## src/rtl/full_adder_cell.sv

```systemverilog
// full_adder_cell: purely combinational single-bit full adder.
//   a, b : operand bits
//   ci   : carry in from the next-lower bit (or the adder's cin)
//   s    : sum bit
//   co   : carry out to the next-higher bit
module full_adder_cell (
  input  logic a,
  input  logic b,
  input  logic ci,
  output logic s,
  output logic co
);

  assign s  = a ^ b ^ ci;
  assign co = (a & b) | (a & ci) | (b & ci);

endmodule

```

## src/rtl/full_adder.sv

```systemverilog
// full_adder: registered ripple-carry adder, {carry, sum} = a + b + cin.
// The result is available one clock after in_valid is sampled.
//   clk       : rising-edge clock
//   rst_n     : synchronous active-low reset (clears sum, carry, out_valid)
//   in_valid  : qualifies a/b/cin on this edge
//   a, b      : WIDTH-bit unsigned operands
//   cin       : carry in
//   sum       : registered WIDTH-bit sum
//   carry     : registered carry out (MSB of the WIDTH+1-bit result)
//   out_valid : one-cycle pulse marking a freshly loaded result
module full_adder #(
  parameter int unsigned WIDTH = 1
) (
  input  logic             clk,
  input  logic             rst_n,
  input  logic             in_valid,
  input  logic [WIDTH-1:0] a,
  input  logic [WIDTH-1:0] b,
  input  logic             cin,
  output logic [WIDTH-1:0] sum,
  output logic             carry,
  output logic             out_valid
);

  // c[i] is the carry into bit i; c[WIDTH] is the final carry out.
  logic [WIDTH:0]   c;
  logic [WIDTH-1:0] sum_comb;

  assign c[0] = cin;

  for (genvar i = 0; i < WIDTH; i++) begin : g_chain
    full_adder_cell u_cell (
      .a  (a[i]),
      .b  (b[i]),
      .ci (c[i]),
      .s  (sum_comb[i]),
      .co (c[i+1])
    );
  end

  // Data registers only load on in_valid so they hold across idle cycles.
  always_ff @(posedge clk) begin
    if (!rst_n) begin
      sum       <= '0;
      carry     <= 1'b0;
      out_valid <= 1'b0;
    end else begin
      out_valid <= in_valid;
      if (in_valid) begin
        sum   <= sum_comb;
        carry <= c[WIDTH];
      end
    end
  end

endmodule

```

## config.mk

```make
export PLATFORM = sky130hd
export DESIGN_NAME = full_adder
export DESIGN_NICKNAME = d
export VERILOG_FILES = /design/src/rtl/full_adder_cell.sv /design/src/rtl/full_adder.sv
export SDC_FILE = /design/constraint.sdc
export NUM_CORES = 1
export LEC_CHECK = 0
export CELL_PAD_IN_SITES_DETAIL_PLACEMENT = 1
export CELL_PAD_IN_SITES_GLOBAL_PLACEMENT = 1
export CORE_AREA = 2 2 39 41
export DETAILED_ROUTE_END_ITERATION = 8
export DIE_AREA = 0 0 41 43
export GPL_TIMING_DRIVEN = 0
export HOLD_SLACK_MARGIN = 0.03
export PLACE_DENSITY = 0.49
export SYNTH_ARGS = -nofsm -noshare
export SYNTH_HDL_FRONTEND = slang
export SYNTH_SLANG_ARGS = --single-unit
```

## constraint.sdc

```tcl
create_clock -name clk -period 1 [get_ports clk]
set_input_delay 0.2 -clock clk [delete_from_list [all_inputs] [get_ports clk]]
set_output_delay 0.2 -clock clk [all_outputs]
set_load 0.05 [all_outputs]
```

# Yosys cells after proc, flatten, opt, wreduce, memory -nomap -nowiden
# Cells that the tools add are included.
# word_totals
reg_bits,3
out_inout_bits,3
elab_cells,10
# op_classes
n_bitwise,7
# op_table
operator,n
AND 1 bit,3
OR 1 bit,2
bitwise XOR 1 bit,2

# Depth between registers and ports, before layout
# Gate-level depths: netlist of the first run.
# depth
depth_word,3
mapped_depth,3
mapped_depth_nobuf,3

# Cells and area by module
# A second synthesis of the first run with hierarchy kept.
# hier_totals
hier_cells,9
area_unflattened_um2,120.1
# modules_own_cells
mod,n_inst,cells_each,area_per_inst_um2,seq_area_each_um2
full_adder,1,8,100.1,60.1
full_adder_cell,1,1,20.0,0.0

# Worst setup path before layout of the first run
# No wires, ideal clock.
# synth_path
kind,input-to-reg
start,input port a
end,register sum
setup_time_ns,0.066
arrival_ns,0.883
path_slack_ns,0.052
cell_stages,3
n_path_buf,0
path_cell_list,fa_1 -> mux2i_1 -> nor2b_1
# synth_via
elab_chain_cells,2
# synth_lines
item,line_no,rtl
from (decl),full_adder.sv:17,"input logic [WIDTH-1:0] a,"
bitwise XOR 1 bit (2 in series),full_adder_cell.sv:14,assign s = a ^ b ^ ci;
to (signal assigned),full_adder.sv:50,sum <= sum_comb;
to (decl),full_adder.sv:20,"output logic [WIDTH-1:0] sum,"
# No other way between the ends.
# A chain may end at the register's enable or synchronous reset.

# Final worst setup path of the first run
# layout_path
start,register carry
end,output port carry
# layout_lines
item,line_no,rtl
from (decl),full_adder.sv:21,"output logic carry,"
from (signal assigned),full_adder.sv:51,carry <= c[WIDTH];
# No word-level cell between the ends.

==> results.md, run 1 <==
* H-tree levels at 1
* Die width at roughly 40 um
* Min-Delay Path Depth at 4
* RSZ-0062 raised after global routing: no
* Sequential area share after synthesis at approximately half
* Leak at 0.1037 nW
* DRC violations left at 0
* Clock-pin slew on the worst setup and hold paths at ~0.040 ns
* Switching part of the total at a little over a quarter
* Drt first-iter violations at 1
* Reg2Reg Depth at 2
* Clk Latency, worst-skew pair at 0.23 ns
* Post-Syn Instances at 9
* CP max stage cell: dfxtp_1
* Starting Density at between 8 and 9%
* Flop pwr share at 31.0%
* Pin count of the biggest net entering global routing at 4
* Worst min path class: in2reg
* Worst path bufs/invs at 1
* Buffers on Ports at 8
* Vias at 109
* 1st-pass router iterations at 2
* Worst Hold Path EP: sum
* R2r endpoint: sum
* Worst endpoint required time at ~0.8 ns
* HP Start: b
* CTS sink count at 3
* Critical path startpoint category: flip-flop
* Core Region at 0.001384 sq mm
* First-pass GRT wire length at approximately 430 um
* Sw Pwr at 0.1166 mW
* Root Buffer: clkbuf_4
* WL final at 291 um
* Internal at 0.3163 mW
* Initial antenna violation count at 0
* GP Congestion at ~0.58
* Final Cycle Share at 96.65%
* Setup_tns at 0 ns
* Rel. slew slack at between 90% and 100%
* R2r setup slk at 0.39 ns
* Vias/cell at 2.946
* Logic pwr share at between 10% and 20%
* Worst Setup End Kind: output port
* Slowest stage delay, CP at 0.33 ns
* Placed Cells incl. Taps at 33
* Status: finished, final reports clean
* Filler cell count at roughly 160
* Hold slack at 0.4201 ns
* Tot Pwr at between 0.4 and 0.5 mW
* P&R area growth vs syn at 96.88%
* Pwr Density at 1831 mW/mm^2
* Post-DP Area at 220.2 sq um
* CTS tree: yes
* Vias in the first global route at 112
* Ports at 9
* Synth unique cells at 5
* Avg Cell Area, Syn at 13.35 sq um
* Worst vdd ir at approximately 0.25 mV
* Fin. Hold Viols at 0
* Worst-path cell chain: buf_4
* Critical path class: reg2out
* Layout cell share with drive strength beyond 1 at 38.10%
* Final Instance Count excl. Fillers at 37
* Mapped Nets at 16
* Cell area after synthesis at between 100 and 150 sq um
* ANT cells at 0
* Number of synthesized register bits at 3
* Fmax at 1035 MHz
* Cts hold-fix bufs at 0
* Row count at 14
* Antenna Nets Post-Route at 0
* Final Skew at 0 ns
* Total CTS buffers at 3
* Die area at 0.001763 sq mm
* Synth warnings at 0
* Max Cap Viol at 0
* Total GRT Usage at 4.719%
* Wire length per cell at ~7.9 um
* Die H at 43 um
* Delay-heaviest family, CP: flip-flops
* Overflow left after global routing at 0
* Max Slew Vio Count at 0
* Critical Path AT at 0.77 ns
* Maximum clock insertion buffer count at 2
* Final setup vio count at 0
* Clock Power Share at 49.7%
* Least-Margin Pin Slew at 0.1190 ns
* RR Startpoint: sum
* Design area at ~240 sq um
* Min Tclk post-route at 0.9665 ns
* Nets at 29
* Worst Path Max Fanout at 2
cell usage after synthesis:
cell,instances,area (sq um)
fa_1,1,20.02
and2_2,1,7.510
dfxtp_1,3,60.06
nor2b_1,2,12.51
mux2i_1,2,20.02
per-layer routing:
metal / up-vias / share of wire (%) / routed length [um] / track usage (%)
li1: 52 / - / - / -
met1: 44 / 42 / 122 / 4.823
met2: 11 / 34 / 99 / 3.438
met3: 2 / 17 / 50 / 3.141
met4: 0 / 6.5 / 19 / 10.00
met5: - / 0 / 0 / 0
worst max-delay path by stage:
stage,to,slack [ns],cells after the start,from
finish,carry,0.03,1,carry
floorplan,sum,0.05,3,a
CTS,out_valid,0.005,1,out_valid
global placement,sum,-0.41,4,a
detailed placement,sum,-0.43,4,a
global route,sum,0.005,4,a
flip-flops by register name, indices dropped and copies added (netlist names):
name and flops:
sum 1, carry 1, out_valid 1
final cells by class:
cell class | count | area [sq um] | share of cell area, %
Sequential cell | 3 | 60.06 | 25.40
Tap cell | 16 | 20.02 | 8.466
Clock buffer | 4 | 26.28 | 11.11
Multi-Input combinational cell | 6 | 60.06 | 25.40
Timing Repair Buffer | 8 | 70.07 | 29.63
timing repair:
action | in CTS | in global routing
gates cloned | 0 | 0
setup endpoints to repair | 5 | 3
setup buffers | 0 | 0
pin swaps | 1 | 1
gates resized for setup | 20 | 5
cell families after synthesis:
kind of cell / after synthesis / synth area share (%)
and+or+nand+nor: 3 / 16.67
muxes: 2 / 16.67
adders and majority gates: 1 / 16.67
DFF: 3 / 50.00
metrics by stage:
step           util, %  setup slack (ns)
2_1_floorplan        -           0.05184
3_3_place_gp     15.91           -0.4068
5_1_grt          17.09          0.004905
3_5_place_dp     15.91           -0.4281
4_1_cts          16.82          0.005185
6_report         17.09           0.03352
layout by cell type, fill, tap and decap left out:
master and count:
clkbuf_2 1, mux2i_1 2, dlygate4sd2_1 1, dfxtp_1 3, buf_4 1, and2_2 1
clkbuf_1 1, buf_6 1, clkbuf_4 4, clkdlybuf4s15_1 1, clkdlybuf4s50_1 2, fa_1 1
nor2b_1 2
power by group through the flow:
stage	logic [mW]	registers, mW	clock network [mW]
2_1_floorplan	0.0162	0.165	0
3_3_place_gp	0.0883	0.135	0
3_5_place_dp	0.0901	0.136	0
4_1_cts	0.0818	0.134	0.227
5_1_grt	0.0903	0.135	0.227
6_report	0.0837	0.134	0.215
No activity file was read; power rests on OpenSTA's default activity.
==> inputs of run 2 (changes only) <==
Settings changed: CTS_BUF_LIST set to sky130_fd_sc_hd__clkbuf_4 sky130_fd_sc_hd__clkbuf_8.
==> run 2 against run 1 <==
Non-clock buffer count unchanged. Clock power up 12%. Sequential power about the same.
==> results.md, run 2 (synthesized netlist as in run 1, its figures left out) <==
* Wire length per cell at 7.757 um
* Critical Path AT at 0.78 ns
* Core Region at 0.001384 sq mm
* Vias in the first global route at 104
* Fin. Hold Viols at 0
* Clock Power Share at 52.9%
* P&R area growth vs syn at 94.79%
* Vias/cell at about 3.0
* Root Buffer: clkbuf_4
* Leak at roughly 0.11 nW
* Least-Margin Pin Slew at 0.2498 ns
* Worst Path Max Fanout at 1
* Buffers on Ports at 8
* Area of the multi-input gates at 60.06 sq um
* H-tree levels at 1
* Setup crit start: out_valid
* Logic pwr share at 17.7%
* Total GRT Usage at 4.418%
* CTS sink count at 3
* Pin count of the biggest net entering global routing at 4
* Largest regs: carry: 1 flops, out_valid: 1 flops, sum: 1 flops
* Rel. slew slack at 83.46%
* Switching part of the total at 25.12%
* Nets at 29
* Ports at 9
* Final Skew at 0 ns
* 1st-pass router iterations at 2
* Worst path bufs/invs at 1
* Die width at 41 um
* First-pass GRT wire length at 420 um
* Min Tclk post-route at 0.9783 ns
* Overflow left after global routing at 0
* Most frequent cells in the layout: clkbuf_4, dfxtp_1
* Antenna Nets Post-Route at 0
* Internal at 0.3400 mW
* Worst min path class: in2reg
* Clk Latency, worst-skew pair at 0.23 ns
* Max Slew Vio Count at 0
* Worst-path cell chain: buf_2
* Hold slack at about 0.42 ns
* Fmax at 1022 MHz
* Pwr Density at 1940 mW/mm^2
* Layout cell share with drive strength beyond 1 at 42.86%
* DRC violations left at 0
* Vias at between 100 and 150
* Max Cap Viol at 0
* Total CTS buffers at 3
* Row count at 14
* Slowest stage delay, CP at 0.29 ns
* Initial antenna violation count at 0
* WL final at 287 um
* Maximum clock insertion buffer count at 2
* Sw Pwr at roughly 0.11 mW
* Cts hold-fix bufs at 0
* Final setup vio count at 0
* Worst vdd ir at 0.3807 mV
* Flop pwr share at 29.4%
* Clock-pin slew on the worst setup and hold paths at 0.04 ns
* CP max stage cell: dfxtp_1
* Die H at between 40 and 50 um
* RSZ-0062 raised after global routing: no
* Filler cell count at 165
* HP Start: b
* CTS tree: yes
* Most common cell after layout, fill and taps aside: clkbuf_4
* Tot Pwr at ~0.45 mW
* Setup_tns at 0 ns
* Delay-heaviest family, CP: flip-flops
* Die area at 0.001763 sq mm
* Drt first-iter violations at 1
* ANT cells at 0
* Sequential Area at 60.06 sq um
* # Post-CTS Setup Buffers at 0
* Critical path class: reg2out
* Starting Density at 8.680%
* GP Congestion at approximately 0.58
* Worst Setup End Kind: output port
* Worst endpoint required time at 0.80 ns
* Status: finished, final reports clean
* Final Cycle Share at 97.83%
* Critical path startpoint category: flip-flop
* RR Startpoint: sum
==> run 2: cell type report <==
class	count	area share (%)
well taps	16	8.556
clock buffers	4	12.83
repair buffers	8	27.27
multi-input cells	6	25.67
flip-flops and latches	3	25.67
==> run 2: final timing paths <==
path,depth (start not counted),slack [ns],endpoint
max,1,0.02,out_valid
min,4,0.42,sum
max reg2reg,2,0.41,sum
min reg2reg,2,0.53,carry
==> run 2: per-stage QoR <==
step	worst slack, ns	cells	util [%]	area, sq um
after detailed placement	-0.4281	33	15.91	220.2
after global routing	0.001381	37	16.91	234.0
final	0.02170	37	16.91	234.0
after floorplan	0.05184	9	-	120.1
after CTS	0.009229	37	17.09	236.5
after global placement	-0.4068	33	15.91	220.2
==> run 2: what timing repair did <==
action,4_1_cts,5_1_grt
gates resized for setup,20,3
setup endpoints to repair,5,1
pin swaps,1,1
endpoints found under the hold margin,0,0
==> run 2: layer usage <==
metal / up-vias / wire [um] / global-route usage [%]
met5: - / 0 / 0
met4: 0 / 19 / 8.000
met3: 2 / 53 / 3.141
met2: 11 / 92 / 3.438
met1: 45 / 122 / 4.823
li1: 53 / - / -
==> run 2: worst reg2reg max path, stage by stage, from the launching register on <==
cell	delay [ns]
dfxtp_1	0.30
mux2i_1	0.12
nor2b_1	0.06
==> run 2: power groups by stage <==
stage                     Sequential (mW)  Combinational (mW)  Clock (mW)
after global routing                0.135              0.0869       0.251
after CTS                           0.134              0.0818       0.250
after floorplan                     0.165              0.0162           0
final                               0.133              0.0806       0.240
after detailed placement            0.136              0.0901           0
after global placement              0.135              0.0883           0
==> inputs of run 3 (changes only) <==
Settings changed: SLEW_MARGIN set to 20, TNS_END_PERCENT set to 10.
==> results of run 3 <==
Final layout, timing and power as in run 2 (identical DEF).
Main changes from that run: number of gates resized after CTS 20 -> 19
